## src/rtl/bundler_stream.sv

```systemverilog
// rtl/bundler_stream.sv - streaming majority-vote bundler for HDC hypervector slices
module bundler_stream #(
  parameter int NUM_HVS     = 17,
  parameter int PAR_BITS    = 10,
  parameter int HV_PER_BEAT = 4,
  parameter int TIE_MODE    = 0
) (
  input  logic                            clk,
  input  logic                            nrst,
  input  logic                            clear,
  input  logic                            in_valid,
  output logic                            in_ready,
  input  logic [HV_PER_BEAT*PAR_BITS-1:0] in_bits,
  input  logic [PAR_BITS-1:0]             ties_1,
  input  logic [PAR_BITS-1:0]             ties_2,
  output logic                            out_valid,
  input  logic                            out_ready,
  output logic [PAR_BITS-1:0]             out_bits,
  output logic                            busy
);

  localparam int   NBEATS     = (NUM_HVS + HV_PER_BEAT - 1) / HV_PER_BEAT;
  localparam int   LAST_LANES = NUM_HVS - (NBEATS - 1) * HV_PER_BEAT;
  localparam int   CW         = $clog2(NUM_HVS + 1);
  localparam int   BW         = (NBEATS > 1) ? $clog2(NBEATS) : 1;
  localparam int   HALF       = NUM_HVS / 2;
  localparam logic EVEN       = ((NUM_HVS % 2) == 0);

  localparam logic [1:0] S_IDLE  = 2'd0;
  localparam logic [1:0] S_ACCUM = 2'd1;
  localparam logic [1:0] S_EMIT  = 2'd2;

  if (TIE_MODE < 0 || TIE_MODE > 2) begin : g_bad_tie
    $error("bundler_stream: TIE_MODE must be 0, 1 or 2");
  end
  if (NUM_HVS < 1 || HV_PER_BEAT < 1 || HV_PER_BEAT > NUM_HVS) begin : g_bad_lanes
    $error("bundler_stream: need 1 <= HV_PER_BEAT <= NUM_HVS");
  end

  logic [1:0]          state;
  logic [BW-1:0]       beat;
  logic [CW-1:0]       counts   [PAR_BITS];
  logic [CW-1:0]       beat_pop [PAR_BITS];
  logic [CW-1:0]       total    [PAR_BITS];
  logic [PAR_BITS-1:0] tie_val;
  logic [PAR_BITS-1:0] vote;
  logic                accept;
  logic                last_beat;

  assign in_ready  = (state != S_EMIT);
  assign out_valid = (state == S_EMIT);
  assign busy      = (state == S_ACCUM);
  assign accept    = in_valid && in_ready;

  // With a single beat per bundle the IDLE beat is already the last one.
  assign last_beat = ((state == S_IDLE) && (NBEATS == 1)) ||
                     ((state == S_ACCUM) && (beat == BW'(NBEATS - 1)));

  always_comb begin
    for (int b = 0; b < PAR_BITS; b++) begin
      beat_pop[b] = '0;
      for (int k = 0; k < HV_PER_BEAT; k++) begin
        if (!last_beat || k < LAST_LANES) begin
          beat_pop[b] = beat_pop[b] + CW'(in_bits[k*PAR_BITS + b]);
        end
      end
    end
  end

  always_comb begin
    if (TIE_MODE == 1) begin
      tie_val = '0;
    end else if (TIE_MODE == 2) begin
      tie_val = '1;
    end else begin
      tie_val = ties_1 ^ ties_2;
    end
  end

  // counts is zero whenever the FSM is in IDLE, so the sum is also the load value.
  always_comb begin
    vote = '0;
    for (int b = 0; b < PAR_BITS; b++) begin
      total[b] = counts[b] + beat_pop[b];
      if (total[b] > CW'(HALF)) begin
        vote[b] = 1'b1;
      end else if (EVEN && total[b] == CW'(HALF)) begin
        vote[b] = tie_val[b];
      end else begin
        vote[b] = 1'b0;
      end
    end
  end

  always_ff @(posedge clk or negedge nrst) begin
    if (!nrst) begin
      state    <= S_IDLE;
      beat     <= '0;
      counts   <= '{default: '0};
      out_bits <= '0;
    end else if (clear) begin
      state  <= S_IDLE;
      beat   <= '0;
      counts <= '{default: '0};
    end else begin
      case (state)
        S_IDLE, S_ACCUM: begin
          if (accept) begin
            counts <= total;
            if (last_beat) begin
              state    <= S_EMIT;
              beat     <= '0;
              out_bits <= vote;
            end else begin
              state <= S_ACCUM;
              beat  <= beat + BW'(1);
            end
          end
        end
        S_EMIT: begin
          if (out_ready) begin
            state  <= S_IDLE;
            counts <= '{default: '0};
          end
        end
        default: begin
          state  <= S_IDLE;
          beat   <= '0;
          counts <= '{default: '0};
        end
      endcase
    end
  end

endmodule
```

## config.mk

```make
export PLATFORM = sky130hd
export DESIGN_NAME = bundler_stream
export DESIGN_NICKNAME = d
export VERILOG_FILES = /design/src/rtl/bundler_stream.sv
export SDC_FILE = /design/constraint.sdc
export NUM_CORES = 1
export LEC_CHECK = 0
export ABC_CLOCK_PERIOD_IN_PS = 5930
export CORE_UTILIZATION = 50
export DETAILED_ROUTE_END_ITERATION = 6
export GPL_TIMING_DRIVEN = 0
export PLACE_DENSITY = 0.75
export SETUP_SLACK_MARGIN = 0.3
export SYNTH_ARGS = -nofsm -noshare
export SYNTH_HDL_FRONTEND = slang
export SYNTH_SLANG_ARGS = --single-unit
```

## constraint.sdc

```tcl
create_clock -name clk -period 5.93 [get_ports clk]
set_input_delay 1.779 -clock clk [delete_from_list [all_inputs] [get_ports clk]]
set_output_delay 1.779 -clock clk [all_outputs]
set_load 0.02 [all_outputs]
```

==> reports/qor.txt <==
Run status = complete, no violations
Worst path most repeated cell = ha_1
Warnings from Yosys = 0
Portion of the post-synthesis area used by sequential elements = 0.3108
CTS Hold Bufs = 0
Final setup slack of the worst path = 1170 ps
Area growth from synthesis to layout = 18.38%
Worst slack, placed = 798.3 ps
Number of buffers and inverters on the critical path = 1
Width of the die = 104.3 um
Number of buffers on the longest clock path = 2
Antenna Cells = 0
Number of pins exceeding their max-slew limit in the final report = 0
Minimum setup slack among reg-to-reg paths = 1860 ps
Layer with the highest usage = met2
Initial antenna violation count = 0
GRT overflow = 0
Syn nets = 686
Arrival time worst endpoint = 4990 ps
Clock skew after layout = 9.992 ps
Flip-flop and latch count after synthesis = 65
Clock insertion delay at the later pin of the skew report = 340 ps
Antenna Nets Post-Route = 0
Total Power Consumption = 1454 uW
Max rail drop VDD = 0.1142 mV
Number of DRC violations after detailed-routing iteration 0 = 167
Total instance count after detailed placement = 709
Count of vias placed by the detailed router = 4116
Die footprint = 10880 um2
Delay contributed by the slowest stage of the critical path = 440 ps
Final count of hold timing violations = 0
Worst Path Max Fanout = 2
Global-route wire length before repair = 19.95 mm
Global routing usage on met2 = 0.3907
Final weighted congestion in routability-driven placement = 0.8899
DRC violations left = 0
Effective utilization at floorplan = 0.5258
Pin count of the biggest net entering global routing = 66
Count of buffers inserted at the top-level ports = 57
Vertical die dimension = 104.3 um
Final worst path period need = 4760 ps
Detailed Routing Iterations Pass 1 = 4
Worst-path cell chain = clkdlybuf4s50_1 -> ha_1 -> nand2_1 -> nand2_1 -> ha_1 -> ha_1 -> and2_1 -> ha_1 -> and2_1 -> fa_1 -> xor2_1 -> o32a_1 -> o21a_1 -> o31a_1
Synth cell types = 47
Maximum level of the CTS H-tree = 3
Worst relative slew slack = 0.4458
Kind of end point of the critical path = flop
Critical Setup Path Class = input pin to flop
Number of failing setup endpoints in the final timing report = 0
Leakage = 0.003354 uW
Number of enable-type register cells in the synthesized netlist = 0
Number of instances in the synthesized netlist = 519
Slew at the pin closest to its max-slew limit = 831.3 ps
Total power divided by cell area = 234.7 nW/um2
Post-CTS Setup Bufs = 0
Total clock buffers created by CTS = 9
Family of cells with the greatest summed delay on the critical path = adder cells
Routed length per placed instance = 15.91 um
Summed instance area of the synthesized netlist = 5234 um2
Syn_area_per_cell = 10.08 um2
Post-synthesis async set-or-reset flop share = 1.000
Area after DPL = 5968 um2
Resize count post-CTS = 0
I/O pin count = 78
Number of maximum-capacitance constraint violations = 0
NumNets Final = 754
Max frequency = 0.2101 GHz
Clock transition at the registers of the reported paths = 70 ps
Share of layout cells above drive strength 1 = 0.08108
Most used flip-flop cell after synthesis = dfrtp_1
Average vias per placed instance = 5.677
Total negative slack for setup checks = 0 ps
Final WL = 11.54 mm
Standard cell core area = 9955 um2
Setup repair after global routing missed its margin = no
Slowest stage cell, crit path = fa_1
Data required time at the worst endpoint = 6160 ps
Count of clock tree sinks = 65
Met3 layer usage reported by global route = 0.02882
CTS tree = built
Post-route clock period utilization = 0.8027
Critical path startpoint category = input pin
Overall routing resource usage = 0.2306
Via count of the first global-routing pass = 4149
Number of non-filler instances in the completed layout = 725
Buffer cell driving the clock tree root = clkbuf_8
Global Route met1 Usage = 0.3026
Final design instance area without fill = 6196 um2
Number of standard-cell rows in the floorplan = 36
Type of the worst min-delay path = flop to flop
Post-detailed-placement half-perimeter wirelength = 8.731 mm
==> registers in the layout (all words and copies together), names as in the netlist <==
name / cells
counts: 50
out_bits: 10
beat: 3
state: 2
==> power by group <==
part	total [uW]	internal [uW]	leakage (uW)	switching, uW
sequential	525	488	0.000883	36.8
combinational	500	247	0.00236	253
clock	430	250	0.000113	181
==> synth_stat cells, drive strengths merged, types with 2 or more instances <==
cell	instances	area [um2]
xor2	16	140.1
dfrtp	65	1627
xnor2	14	122.6
nand2	74	277.8
a21o	17	127.6
buf	16	116.4
nand2b	6	45.04
o21ai	7	35.03
a32o	6	60.06
o311ai	6	52.55
ha	92	1151
and3	10	62.56
nor2	30	122.6
and2	31	193.9
o31a	4	35.03
o32a	3	30.03
a31oi	7	43.79
a211oi	4	30.03
o2bb2ai	9	78.83
a211o	6	52.55
nand3	6	30.03
clkbuf	3	11.26
a21oi	13	65.06
nor3b	3	27.52
a22o	33	289.0
o21a	4	31.28
fa	10	200.2
nor3	2	10.01
inv	6	22.52
or2	7	43.80
==> worst paths after layout <==
check,from,to,cells after the start
setup / recovery,in_bits[4],out_bits[4]$_DFFE_PN0P_,14
hold / removal,counts[48]$_DFFE_PN0P_,counts[48]$_DFFE_PN0P_,1
setup reg to reg,beat[0]$_DFFE_PN0P_,out_bits[4]$_DFFE_PN0P_,17
hold reg to reg,counts[48]$_DFFE_PN0P_,counts[48]$_DFFE_PN0P_,1
max in group asynchronous,nrst,out_bits[1]$_DFFE_PN0P_,1
min in group asynchronous,nrst,counts[39]$_DFFE_PN0P_,1
==> metal layers <==
layer / vias up / share of wire
met2: 70 / 0.49
met5: - / 0
met3: 7 / 0.025
met4: 0 / 0.0097
met1: 1991 / 0.47
li1: 2048 / -
==> placed cells by master, fill, tap and decap left out, types with 2 or more instances in the layout <==
| cell type | n |
|---|---|
| a211o_1 | 6 |
| a211oi_1 | 4 |
| a21o_1 | 17 |
| a21oi_1 | 13 |
| a22o_1 | 33 |
| a31oi_1 | 7 |
| a32o_1 | 6 |
| and2_1 | 31 |
| and3_1 | 10 |
| buf_2 | 9 |
| buf_4 | 3 |
| buf_6 | 5 |
| bufinv_16 | 2 |
| clkbuf_1 | 3 |
| clkbuf_8 | 10 |
| clkdlybuf4s50_1 | 56 |
| dfrtp_1 | 65 |
| fa_1 | 10 |
| ha_1 | 92 |
| inv_1 | 6 |
| nand2_1 | 74 |
| nand2b_1 | 5 |
| nand3_1 | 6 |
| nor2_1 | 28 |
| nor3_1 | 2 |
| nor3b_1 | 2 |
| o21a_1 | 3 |
| o21ai_0 | 7 |
| o2bb2ai_1 | 9 |
| o311ai_0 | 6 |
| o31a_1 | 4 |
| o32a_1 | 3 |
| or2_2 | 6 |
| xnor2_1 | 14 |
| xor2_1 | 16 |
==> cell families after synthesis <==
kind of cell	count (synthesis)	synth area share
compound gates	122	0.1829
xor+xnor	30	0.05020
fa+ha+maj	102	0.2582
buf+inv	25	0.02868
flops	65	0.3108
mux	2	0.004064
simple gates	173	0.1652
==> area by class of cell <==
class,count,area [um2]
Buffer,19,127.6
Fill cell,795,3759
Sequential cell,65,1627
Timing Repair Buffer,57,568.0
Clock inverter,6,90.09
Multi-Input combinational cell,429,3457
Tap cell,133,166.4
Inverter,6,22.52
Clock buffer,10,137.6
==> stage by stage <==
stage / hold slack [ps] / utilization
2_1_floorplan: 456.3 / -
3_3_place_gp: 470.2 / 0.5998
3_5_place_dp: 482.8 / 0.5995
4_1_cts: 497.8 / 0.6224
5_1_grt: 524.9 / 0.6224
6_report: 494.8 / 0.6224
Note: power is estimated with default switching activity, not from simulation.
